**src/rtl/pciecfg_pkg.sv**
```systemverilog
// Shared types and constants for the PCIe config-over-UDP receive path.
package pciecfg_pkg;

    typedef struct packed {
        logic [47:0] src_mac;
        logic [31:0] src_ip;
        logic [15:0] src_port;
        logic [7:0]  opcode;
        logic [3:0]  byte_mask;
        logic [9:0]  dwaddr;
        logic [31:0] data;
    } pciecfg_pkt_t;

    typedef struct packed {
        logic         data_valid;
        pciecfg_pkt_t pkt;
    } FIFO_PCIECFG_T;

    localparam logic [7:0]  PCIECFG_OPC_RD = 8'h00;
    localparam logic [7:0]  PCIECFG_OPC_WR = 8'h01;
    localparam logic [15:0] ETHERTYPE_IPV4 = 16'h0800;
    localparam logic [7:0]  IP_PROTO_UDP   = 8'd17;
    localparam logic [7:0]  IPV4_VER_IHL   = 8'h45;

    typedef enum logic [1:0] {StSync, StIdle, StHdr, StDrop} rx_state_e;

    function automatic logic [7:0] beat_byte(input logic [63:0] beat, input int unsigned lane);
        return beat[8*lane +: 8];
    endfunction

endpackage

```
**src/rtl/pciecfg_stat_cnt.sv**
```systemverilog
// 32-bit saturating event counter with synchronous clear.
module pciecfg_stat_cnt (
    input  logic        clk,
    input  logic        rst,
    input  logic        inc,
    output logic [31:0] count
);

    logic [31:0] count_q;

    always_ff @(posedge clk) begin
        if (rst) begin
            count_q <= '0;
        end else if (inc && (count_q != 32'hFFFF_FFFF)) begin
            count_q <= count_q + 32'd1;
        end
    end

    assign count = count_q;

endmodule

```
**src/rtl/pciecfg_rx.sv**
```systemverilog
// Parses 64-bit Ethernet beats into PCIe config requests for the request FIFO.
// Optional frame statistics are built only when PCIECFG_RX_STATS_EN is defined.
module pciecfg_rx
    import pciecfg_pkg::*;
#(
    parameter logic [31:0] LOCAL_IP = 32'hC0A8_0A01,
    parameter logic [15:0] UDP_PORT = 16'd3072
) (
    input  logic          clk,
    input  logic          rst,
    input  logic [63:0]   eth_rx_tdata,
    input  logic [7:0]    eth_rx_tkeep,
    input  logic          eth_rx_tvalid,
    input  logic          eth_rx_tlast,
    input  logic          eth_rx_tuser,
    output logic          fifo_pciecfg_i_wr_en,
    input  logic          fifo_pciecfg_i_full,
    output FIFO_PCIECFG_T fifo_pciecfg_i_din,
    output logic [31:0]   stat_rx_ok,
    output logic [31:0]   stat_rx_drop
);

    rx_state_e     state_q, state_d;
    logic [2:0]    cnt_q, cnt_d;
    pciecfg_pkt_t  pkt_q, pkt_d;
    logic          wr_en_q, wr_en_d;
    FIFO_PCIECFG_T din_q, din_d;
    logic          drop_inc;
    logic          check_ok;
    logic          opc_ok;
    logic [7:0]    b [8];

    // Byte enables carry no extra information: length is implied by the beat count.
    logic unused_tkeep;
    assign unused_tkeep = ^eth_rx_tkeep;

    always_comb begin
        for (int i = 0; i < 8; i++) begin
            b[i] = beat_byte(eth_rx_tdata, i);
        end
    end

    always_comb begin
        state_d  = state_q;
        cnt_d    = cnt_q;
        pkt_d    = pkt_q;
        wr_en_d  = 1'b0;
        din_d    = din_q;
        din_d.data_valid = 1'b0;
        drop_inc = 1'b0;
        check_ok = 1'b1;
        opc_ok   = 1'b0;

        if (eth_rx_tvalid) begin
            unique case (state_q)
                StSync: begin
                    if (eth_rx_tlast) state_d = StIdle;
                end
                StIdle: begin
                    pkt_d.src_mac[47:32] = {b[6], b[7]};
                    if (eth_rx_tlast) begin
                        drop_inc = 1'b1;
                    end else begin
                        state_d = StHdr;
                        cnt_d   = 3'd1;
                    end
                end
                StHdr: begin
                    case (cnt_q)
                        3'd1: begin
                            pkt_d.src_mac[31:0] = {b[0], b[1], b[2], b[3]};
                            check_ok = ({b[4], b[5]} == ETHERTYPE_IPV4) && (b[6] == IPV4_VER_IHL);
                        end
                        3'd2: check_ok = (b[7] == IP_PROTO_UDP);
                        3'd3: begin
                            pkt_d.src_ip = {b[2], b[3], b[4], b[5]};
                            check_ok = ({b[6], b[7]} == LOCAL_IP[31:16]);
                        end
                        3'd4: begin
                            pkt_d.src_port = {b[2], b[3]};
                            check_ok = ({b[0], b[1]} == LOCAL_IP[15:0]) &&
                                       ({b[4], b[5]} == UDP_PORT);
                        end
                        3'd5: begin
                            pkt_d.opcode     = b[2];
                            pkt_d.byte_mask  = b[3][3:0];
                            pkt_d.dwaddr     = {b[4][1:0], b[5]};
                            pkt_d.data[31:16] = {b[6], b[7]};
                            check_ok = (b[4][7:2] == 6'd0);
                        end
                        3'd6: pkt_d.data[15:0] = {b[0], b[1]};
                        default: ;
                    endcase

                    // Saturate so frames longer than eight beats still qualify on tlast.
                    if (cnt_q != 3'd7) cnt_d = cnt_q + 3'd1;

                    opc_ok = (pkt_d.opcode == PCIECFG_OPC_RD) || (pkt_d.opcode == PCIECFG_OPC_WR);

                    if (eth_rx_tlast) begin
                        state_d = StIdle;
                        if (check_ok && (cnt_q >= 3'd6) && opc_ok && !eth_rx_tuser &&
                            !fifo_pciecfg_i_full) begin
                            wr_en_d          = 1'b1;
                            din_d.data_valid = 1'b1;
                            din_d.pkt        = pkt_d;
                        end else begin
                            drop_inc = 1'b1;
                        end
                    end else if (!check_ok) begin
                        state_d = StDrop;
                    end
                end
                StDrop: begin
                    if (eth_rx_tlast) begin
                        state_d  = StIdle;
                        drop_inc = 1'b1;
                    end
                end
            endcase
        end
    end

    always_ff @(posedge clk) begin
        if (rst) begin
            state_q <= StSync;
            cnt_q   <= '0;
            pkt_q   <= '0;
            wr_en_q <= 1'b0;
            din_q   <= '0;
        end else begin
            state_q <= state_d;
            cnt_q   <= cnt_d;
            pkt_q   <= pkt_d;
            wr_en_q <= wr_en_d;
            din_q   <= din_d;
        end
    end

    assign fifo_pciecfg_i_wr_en = wr_en_q;
    assign fifo_pciecfg_i_din   = din_q;

`ifdef PCIECFG_RX_STATS_EN
    pciecfg_stat_cnt u_stat_ok (
        .clk   (clk),
        .rst   (rst),
        .inc   (wr_en_d),
        .count (stat_rx_ok)
    );

    pciecfg_stat_cnt u_stat_drop (
        .clk   (clk),
        .rst   (rst),
        .inc   (drop_inc),
        .count (stat_rx_drop)
    );
`else
    logic unused_stat_inc;
    assign unused_stat_inc = wr_en_d ^ drop_inc;
    assign stat_rx_ok      = 32'h0;
    assign stat_rx_drop    = 32'h0;
`endif

endmodule

```
**config.mk**
```make
export PLATFORM = sky130hd
export DESIGN_NAME = pciecfg_rx
export DESIGN_NICKNAME = d
export VERILOG_FILES = /design/src/rtl/pciecfg_pkg.sv /design/src/rtl/pciecfg_stat_cnt.sv /design/src/rtl/pciecfg_rx.sv
export SDC_FILE = /design/constraint.sdc
export NUM_CORES = 1
export LEC_CHECK = 0
export CAP_MARGIN = 20
export CORE_ASPECT_RATIO = 0.6
export CORE_MARGIN = 3
export CORE_UTILIZATION = 50
export DETAILED_ROUTE_END_ITERATION = 6
export GPL_ROUTABILITY_DRIVEN = 0
export MAX_ROUTING_LAYER = met4
export PLACE_DENSITY_LB_ADDON = 0.08
export SYNTH_ARGS = -nofsm -noshare
export SYNTH_HDL_FRONTEND = slang
export SYNTH_HIERARCHICAL = 1
export SYNTH_SLANG_ARGS = --single-unit
export TNS_END_PERCENT = 100
```
**constraint.sdc**
```tcl
create_clock -name clk -period 8.3 [get_ports clk]
set_input_delay 1.66 -clock clk [delete_from_list [all_inputs] [get_ports clk]]
set_output_delay 1.66 -clock clk [all_outputs]
set_load 0.02 [all_outputs]
```
=== After elaboration in Yosys (flattened, before gate mapping) ===
Cells that the tools add are included.
Widths: inputs -> output; s select.

* Input bits: 78
* Latch bits: 0
* Bits in writable memories: 0
* Register bits: 307
* Memories: 0
* ROM bits: 0

* Bitwise gates (word level): 3
* Reduce and logical (&&, ||, !) cells: 20
* Shift-type cells: 0
* Equality and inequality tests: 21
* Div/mod/pow operators: 0
* Add/sub/neg operators: 1
* Order comparisons: 1
* Multipliers: 0
* Multiplexer cells: 20

{| class="wikitable"
|+ Operator list
! cell !! number
|-
| $mux 151 || 1
|-
| $mux 38 || 3
|-
| $mux 32 || 2
|-
| $eq 16x12->1 const B || 3
|-
| $mux 16 || 2
|-
| $eq 16x16->1 const B || 1
|-
| $reduce_and 4->1 || 3
|-
| $eq 3x3->1 const B || 3
|-
| $eq 8x1->1 const B || 1
|-
| $eq 8x5->1 const B || 1
|-
| $eq 8x7->1 const B || 1
|-
| $logic_not 8->1 || 1
|-
| $mux 2 || 4
|-
| $eq 3x2->1 const B || 2
|-
| $logic_and 1x1->1 || 6
|-
| $logic_not 6->1 || 1
|-
| $mux 3 || 2
|-
| $ne 3x3->1 const B || 2
|-
| $pmux 2 s3 || 1
|-
| $pmux 3 s2 || 1
|-
| $pmux 1 s5 || 1
|-
| $eq 2x2->1 const B || 2
|-
| $ne 2x2->1 const B || 2
|-
| $reduce_and 2->1 || 2
|-
| other kinds (13) || 18
|}

=== Longest topological paths before layout ===
Gate-level depths: netlist (run 1).

* Depth in word-level cells: 10
* Mapped depth: 12

=== Worst setup path before layout (run 1) ===
Ideal clock, no wire load.

* Kind: in2reg
* Start: in eth_rx_tdata[39]
* End: reg din_q (netlist bit fifo_pciecfg_i_din[100])
* Stages on the path: 7
* Arrival time: 3.625 ns
* Setup slack: 4.554 ns
* Data required time: 8.179 ns
* Setup time: 0.121 ns
* Buffers on the path: 2
* Path through: or4_4 or4_4 a21oi_4 o31ai_2 buf_12 buf_12 mux2_4

* Word-level cells in the longest chain between the ends: 10
* Elaborated cells between the ends (all ways): 13
* Those cells by class: eq/ne (2); mux (3); reduce/logical (8)

{| class="wikitable"
|+ Ends and longest elaborated chain
! item !! line !! source
|-
| start, declared || pciecfg_rx.sv:11 || <nowiki>input logic [63:0] eth_rx_tdata,</nowiki>
|-
| $eq 16x12->1, on equally long branches || pciecfg_rx.sv:82, pciecfg_rx.sv:72 ||
|-
| $logic_and 1x1->1, on equally long branches || pciecfg_rx.sv:81, pciecfg_rx.sv:72 ||
|-
| $pmux 1 s5 (*) || pciecfg_rx.sv:69 || <nowiki>case (cnt_q)</nowiki>
|-
| $mux 1 (*) || pciecfg_rx.sv:55 || <nowiki>unique case (state_q)</nowiki>
|-
| $mux 1 (*) || pciecfg_rx.sv:54 || <nowiki>if (eth_rx_tvalid) begin</nowiki>
|-
| $logic_and 1x1->1 (*) (4 in series) || pciecfg_rx.sv:102 || <nowiki>if (check_ok && (cnt_q >= 3'd6) && opc_ok && !eth_rx_tuser &&</nowiki>
|-
| $reduce_and 4->1 (no line) (*) || -- ||
|-
| end signal, assigned || pciecfg_rx.sv:136 || <nowiki>din_q <= din_d;</nowiki>
|-
| end, declared || pciecfg_rx.sv:27 || <nowiki>FIFO_PCIECFG_T din_q, din_d;</nowiki>
|}

Mark *: on every way between the ends. The rest lies on a longest branch, timed or not. The select of a mux whose other input is x is not followed.
A chain may end at the register's enable or synchronous reset.

=== Worst setup path after layout (run 1) ===
* Start: in eth_rx_tdata[6]
* End: reg din_q (netlist bit fifo_pciecfg_i_din[98])

* Word-level cells in the longest chain between the ends: 10

{| class="wikitable"
|+ Ends and longest elaborated chain
! item !! line !! source
|-
| $eq 16x12->1 || pciecfg_rx.sv:81 || <nowiki>check_ok = ({b[0], b[1]} == LOCAL_IP[15:0]) &&</nowiki>
|-
| $logic_and 1x1->1 || pciecfg_rx.sv:81 ||
|-
| $pmux 1 s5 || pciecfg_rx.sv:69 ||
|-
| $mux 1 || pciecfg_rx.sv:55 ||
|-
| $mux 1 || pciecfg_rx.sv:54 ||
|-
| $logic_and 1x1->1 (4 in series) || pciecfg_rx.sv:102 ||
|-
| $reduce_and 4->1 (no line) || -- ||
|}

Every way passes these cells. The select of a mux whose other input is x is not followed.

==> results list, run 1 <==
- Number of diodes: 0
- FP Rows: 47
- Synthesis produced 1,690 cells.
* Critical path's slowest cell: sky130_fd_sc_hd__or4b_2
- The signal on the critical path passes through clkdlybuf4s50_1 -> or4b_2 -> nor4_1 -> nand4_1 -> a21oi_4 -> o31ai_4 -> buf_4 -> buf_4 -> buf_16 -> mux2_4.
- For this run, the leading register cell type out of synthesis is sky130_fd_sc_hd__dfxtp_1.
- Peak ir drop on the vdd network: 138 uV
- Leak pwr: 6.47 nW
- On the worst path, the slowest cell contributes a delay of 0.71 ns.
- Area enclosed by the die boundary: 31,600 um2
* Number of I/O pins: 294
- Buffer count from post-CTS setup fixing: 0
- Port-buffer cells: 221
- Sum of negative setup slack: 0 ns
* Worst max-slew margin expressed relative to the limit: 29.7%
* Max-cap check violation count: 0
* Num CTS Buffers: 30
- Fill cell count: 2,438
- Actual transition at the worst max-transition pin: 1.06 ns
- Following the worst setup path forward leads to its endpoint at fifo_pciecfg_i_din[98].
* Number of nets in the final layout: 1,907
* Reg-to-reg slack, setup: 3.59 ns
* Dpl cell area: 16,600 um2
* Vias in the first global route: 10,800
* Drt first-iter violations: 879
- In this run, post-CTS repair resized a total of 0 instances.
- By startpoint and endpoint, the worst setup path is classified as input pin to register.
* Buffer cell driving the clock tree root: sky130_fd_sc_hd__clkbuf_16
- DP HPWL: 23.8 mm
- Summed over its instances, the top area cell type makes up 41.6% of the synthesized netlist area.
- Fraction of synthesis flops using an asynchronous set or reset pin: 0%
- Area of the mapped netlist: 14,700 um2
- After layout, the worst path uses 60.0% of the clock period.
* Share of cells above drive strength 1: 11.3%
* Finish-stage setup viols: 0
* Area of the core region: 28,300 um2
- Number of buffers on the longest clock path: 3
- The endpoint identified for the worst register-to-register timing path is fifo_pciecfg_i_din[45].
- Subtracting the final worst setup slack from the clock period gives 4.98 ns.
- The pre-antenna-repair detailed-routing pass consisted of 5 iterations.
- Area leader, netlist: sky130_fd_sc_hd__dfxtp_1
* Yosys Warn Count: 6
- Post-synthesis cell type count: 44
- Main area contributors after synthesis: sky130_fd_sc_hd__dfxtp_1, sky130_fd_sc_hd__mux2_4, sky130_fd_sc_hd__nand2_1
* Routed wirelength normalized by instance count: 17.2 um
- Worst reg2reg startpoint: cnt_q[0]
* Final antenna-violating net count: 0
- By instance count, the cell type seen most on the critical path is sky130_fd_sc_hd__buf_4.
- CTS tree: yes
- The total count of hold-check failures in the final report is 0.
- The first global-routing pass estimated 60.2 mm of wire.
- After detailed routing, the number of remaining DRC violations is 0.
- Overall routed net length: 38.3 mm
- The number of pins with negative max-slew slack in the final report is 0.
- Run status: complete, no violations
* Cell Count, Final, Fillers Out: 2,234
- Global routing used 24.0% of the available tracks.
- The kind of cell with the highest combined delay along the critical path is buffers and inverters.
- CTS built an H-tree with a depth of 1.
- In the layout the commonest cells are sky130_fd_sc_hd__nand2_1, sky130_fd_sc_hd__dfxtp_1, sky130_fd_sc_hd__clkdlybuf4s50_1.
* Largest net degree at the start of global routing: 220
- The critical path starts at eth_rx_tdata[6].
- The die is 228 um wide.
* Area added between synthesis and finish: 20.3%
- Via-to-Cell Ratio: 5.13
- Overall power of the completed layout: 0.00317 W
- Startpoint types: input pin
- Once layout is done, the placed cells without fillers occupy 17,700 um2.
- Number of cells on the critical path: 10
- Data on the critical path arrives at its endpoint at 5.43 ns.
- Setup repair after global routing left no endpoint under its margin.
* Seq/Total Area, Yosys: 41.6%
- Initial antenna violation count: 0
- In this run, synthesis produced a sequential element count of 306.
- Inst Count DP: 2,178
- The library cell used most frequently in the layout, excluding fill and tap cells, is sky130_fd_sc_hd__nand2_1.
* Total number of clock tree sinks: 306
- R2R depth: 10
* Count of flip-flops with a built-in enable after synthesis: 0
- For this configuration, the core starts out at a cell density of 52.1%.
* DIE HEIGHT: 139 um
- After global routing the overflow that remains totals 0.
* Worst Path Max Fanout: 38
* Layout Skew: 0.0106 ns
- Required arrival time at the worst endpoint: 8.75 ns
* Mean area per synthesized cell: 8.72 um2
- Clock latency reported for the late side of the worst-skew pair: 0.56 ns
- Clock-pin slew was measured on the worst setup and hold paths at 0.06 ns.
- Power Density: 179 nW/um2
- F_max: 201 MHz
* Type of element capturing the critical path: register
- WP buf/inv: 4
* Hold Crit Class: register to register
- The number of hold buffers added after CTS was 0.
- Routed vias: 11,500
-- cells in the mapped netlist, types with 3 or more instances --
cell type	number
sky130_fd_sc_hd__nor2b_1	129
sky130_fd_sc_hd__nand2_1	378
sky130_fd_sc_hd__a21oi_1	214
sky130_fd_sc_hd__mux2_2	10
sky130_fd_sc_hd__ha_1	9
sky130_fd_sc_hd__and2_1	4
sky130_fd_sc_hd__dfxtp_1	306
sky130_fd_sc_hd__buf_6	3
sky130_fd_sc_hd__buf_4	66
sky130_fd_sc_hd__buf_1	11
sky130_fd_sc_hd__clkbuf_1	101
sky130_fd_sc_hd__mux2i_1	81
sky130_fd_sc_hd__nand3_1	70
sky130_fd_sc_hd__buf_12	11
sky130_fd_sc_hd__nor2_1	78
sky130_fd_sc_hd__nand4_1	4
sky130_fd_sc_hd__nor3b_1	7
sky130_fd_sc_hd__nor4_1	7
sky130_fd_sc_hd__buf_2	3
sky130_fd_sc_hd__nand2b_1	34
sky130_fd_sc_hd__mux2_4	119
sky130_fd_sc_hd__inv_1	6
sky130_fd_sc_hd__nor3_1	6
sky130_fd_sc_hd__clkbuf_2	9
-- layout make-up --
class	instances	area [um2]	area share (%)
clock buffer	46	942	5.32
clock inverter	8	121	0.685
inverter	6	22.5	0.127
multi-input combinational	1237	7630	43.0
sequential	306	6130	34.6
tap	392	490	2.77
timing repair buffer	239	2390	13.5
-- report_power, final --
group | leakage (nW) | total (W) | internal [W] | switching (W)
combinational | 3.48 | 0.000235 | 0.0000743 | 0.000161
clock | 0.524 | 0.00145 | 0.000870 | 0.000582
sequential | 2.47 | 0.00148 | 0.00148 | 0.00000588
-- worst min path at each step --
| stage | from | to | slack, ns | cells after the start |
|---|---|---|---|---|
| 3_5_place_dp | pkt_q[76] | pkt_q[76] | 0.45 | 2 |
| 2_1_floorplan | pkt_q[100] | pkt_q[100] | 0.44 | 2 |
| 5_1_grt | pkt_q[91] | pkt_q[91] | 0.47 | 2 |
| 6_report | pkt_q[81] | pkt_q[81] | 0.45 | 2 |
| 3_3_place_gp | pkt_q[70] | pkt_q[70] | 0.44 | 2 |
| 4_1_cts | pkt_q[75] | pkt_q[75] | 0.45 | 2 |
-- routing by layer --
metal | GRT usage, % | wire length, um | vias to the layer above
li1 | - | - | 5696
met5 | - | 0 | -
met1 | 35.4 | 18900 | 5403
met2 | 34.9 | 16500 | 311
met3 | 4.06 | 2260 | 43
met4 | 4.25 | 593 | 0
-- tightest hold or removal path: cells and delay by family, from the launching register on --
family	cells	cell delay [ns]
AO/OA/AOI/OAI	1	0.05
flip-flops	1	0.31
AND/OR/NAND/NOR	1	0.05
-- logic make-up (layout without fill, tap and decap cells) --
kind of cell	count (synthesis)	count (layout)	share of synthesized area [%]
muxes	210	210	18.4
and+or+nand+nor	727	727	22.7
other	1	64	0.0255
AOI/OAI and AO/OA	227	227	8.02
adders and majority gates	9	9	0.764
buffers and inverters	210	299	8.50
DFF	306	306	41.6
-- stage by stage --
step / hold WS [ns] / setup WS (ns) / utilization [%]
after floorplan: 0.436 / 4.55 / -
after global placement: 0.441 / 2.82 / 58.7
after detailed placement: 0.446 / 2.79 / 58.8
after CTS: 0.454 / 3.37 / 62.5
after global routing: 0.468 / 3.24 / 62.6
final: 0.453 / 3.32 / 62.6
-- sequential cells by signal, indices dropped and copies added (netlist names) --
register              flops
state_q                   2
pkt_q                   150
fifo_pciecfg_i_din      150
fifo_pciecfg_i_wr_en      1
cnt_q                     3
No activity file was read; power rests on OpenSTA's default activity.
==> run 2, diff against run 1 <==
clock period = 4.8 ns   (was 8.3 ns; I/O delays follow)
==> run 2 against run 1 <==
Compared with the run above:
- clock skew up 0.0056 ns
- first-iteration DRC count fell by 10%
- cell count rose by 0.45%
- sequential power grew 73%
- hold slack barely moved
- final area rose by 0.33%
- clock-buffer cell count down 3
- worst setup slack got worse by 2.3 ns
- clock power is 70% higher
- largest cell class unchanged
- sequential cell count did not move
- routed wire length about the same
- non-clock buffer count up 8
==> results list, run 2 (synthesized netlist as in run 1, its figures left out) <==
* Total number of clock tree sinks: 306 (unchanged)
* First-pass GRT wire length: 60.4 mm (+0.39%)
- DP HPWL: 24.2 mm (+2.0%)
* Worst max-slew margin expressed relative to the limit: 31.6% (+2.0 points)
- Setup repair after global routing missed its margin: false
* Total congestion overflow: 0 (unchanged)
* Final hold violation count: 0 (unchanged)
* Share of cells above drive strength 1: 11.8% (+0.42 points)
* Startpoint types: input pin
* Fill cell count: 2,477 (+1.6%)
- Worst Path Class, Setup: input pin to register
- Cell Chain, Critical Path: clkdlybuf4s50_1 -> or4b_2 -> nor4_1 -> nand4_1 -> a21oi_4 -> o31ai_4 -> buf_12 -> mux2_4
- The die area was 31,600 um2 (unchanged).
- The number of iterations in the first detailed-routing pass came to 5 (unchanged).
- Commonest cells after routing, fill and taps aside: sky130_fd_sc_hd__nand2_1, sky130_fd_sc_hd__dfxtp_1, sky130_fd_sc_hd__clkdlybuf4s50_1
* Clock latency reported for the late side of the worst-skew pair: 0.55 ns (about the same)
- Leading cell type in the layout, fill and taps excluded: sky130_fd_sc_hd__nand2_1
* Critical path's slowest cell: sky130_fd_sc_hd__or4b_2
- The arrival time of the worst setup path is 4.25 ns (-1.18 ns).
- The average vias per placed instance is 5.18 (+1.0%).
- Number of buffers on the longest clock path: 3 (unchanged)
- The aggregate negative setup slack is 0 ns (unchanged).
- Worst Path Max Fanout: 95 (+150%)
- Run status: complete, no violations
- Number of buffers inserted for hold repair after clock tree synthesis: 0 (unchanged)
- After layout, the worst path uses 79.4% of the clock period.
* Initial core utilization: 52.1% (unchanged)
- The mean routed wirelength per cell is 17.1 um (-0.49%).
* Final antenna-violating net count: 0 (unchanged)
- The worst clock skew came to 0.0162 ns (+0.00561 ns).
- Actual transition at the worst max-transition pin: 1.02 ns (-0.0317 ns)
- The clock period could shrink to 3.81 ns.
- The total track usage was 24.1% (+0.088 points).
* Drt first-iter violations: 789 (-10%)
- Setup WS post-layout: 0.990 ns (-2.33 ns)
- H-tree lvl count: 1 (unchanged)
- Initial antenna violation count: 0 (unchanged)
- The number of buffers added on ports came to 221 (unchanged).
- The pin count of the biggest net entering global routing was 160 (-27%).
- FP Rows: 47 (unchanged)
- Vias in the first global route: 11,100 (+2.5%)
- Number of nets in the final layout: 1,915 (+0.42%)
- The count of buffers added by post-CTS timing repair for setup is 0 (unchanged).
- The number of pins with negative max-slew slack in the final report is 0 (unchanged).
- Post-Place Worst Slack: 0.696 ns (-2.09 ns)
- Required arrival time at the worst endpoint: 5.24 ns (-3.51 ns)
* Chip width: 228 um (unchanged)
* Peak ir drop on the vdd network: 278 uV (+100%)
- The worst hold path belongs to the class register to register.
- Post-CTS sizing: 0 (unchanged)
- Number of I/O pins: 294 (unchanged)
- Num CTS Buffers: 30 (unchanged)
- The count of antenna diodes in the layout was 0 (unchanged).
- The number of max-capacitance violations reported came to 0 (unchanged).
* Area of the core region: 28,300 um2 (unchanged)
- The number of design rule violations left after detail routing came to 0 (unchanged).
- Type of element capturing the critical path: register
* CTS clk-pin slew, worst paths: 0.06 ns (about the same)
- The static leakage was 6.51 nW (+0.68%).
* Finish-stage setup viols: 0 (unchanged)
- The total wire length was 38.3 mm (about the same).
- Buffer cell driving the clock tree root: sky130_fd_sc_hd__clkbuf_16
- Derived from the worst setup path, the maximum achievable clock frequency is 262 MHz.
- Routed vias: 11,600 (+1.5%)
- The delay of the slowest cell on the worst path was 0.62 ns (-0.09 ns).
* Power Density: 307 nW/um2 (+72%)
* DIE HEIGHT: 139 um (unchanged)
- CTS tree: yes
* Area added between synthesis and finish: 20.7%
==> run 2: final cells by class <==
cell class	instances	area, um2	share of cell area (%)
multi-input combinational	1237	7630	42.9
tap	392	490	2.76
inverter	6	22.5	0.127
timing repair buffer	247	2470	13.9
sequential	306	6130	34.5
clock inverter	13	153	0.859
clock buffer	43	891	5.01
==> run 2: path summary, 6_finish.rpt <==
kind	start	end	slack, ns	depth (start not counted)
worst max-delay path	eth_rx_tdata[3]	fifo_pciecfg_i_din[17]	0.99	8
worst min-delay path	pkt_q[73]	pkt_q[73]	0.45	2
worst max register to register	cnt_q[0]	fifo_pciecfg_i_din[17]	1.14	10
worst min register to register	pkt_q[73]	pkt_q[73]	0.45	2
==> run 2: where the power goes <==
part	total (W)	switching, W	internal (W)
Clock	0.00247	0.00102	0.00145
Combinational	0.000422	0.000285	0.000137
Sequential	0.00256	0.0000104	0.00255
Total	0.00546	0.00131	0.00415
==> run 2: through the flow <==
stage          cells  cell area, um2  power [W]  hold slack, ns  util [%]
3_3_place_gp    2187           16700    0.00303           0.441      59.1
2_1_floorplan   1753           15000    0.00292           0.436         -
5_1_grt         2244           17800    0.00564           0.469      62.9
6_report        2244           17800    0.00546           0.453      62.9
4_1_cts         2244           17800    0.00550           0.455      62.9
3_5_place_dp    2188           16700    0.00304           0.446      59.2
==> run 2: metal layers <==
layer / GRT usage (%) / part of all wire, % / vias to the layer above
li1: - / - / 5720
met1: 35.2 / 49 / 5548
met2: 35.2 / 44 / 320
met3: 4.19 / 6.0 / 37
met4: 4.22 / 1.2 / 0
met5: - / 0 / -
==> run 2: worst max-delay path: cells and delay by family <==
| kind | cells | cell delay [ns] |
|---|---|---|
| buffers and inverters | 2 | 0.84 |
| AO/OA/AOI/OAI | 2 | 0.37 |
| AND/OR/NAND/NOR | 3 | 1.36 |
| multiplexers | 1 | 0.47 |
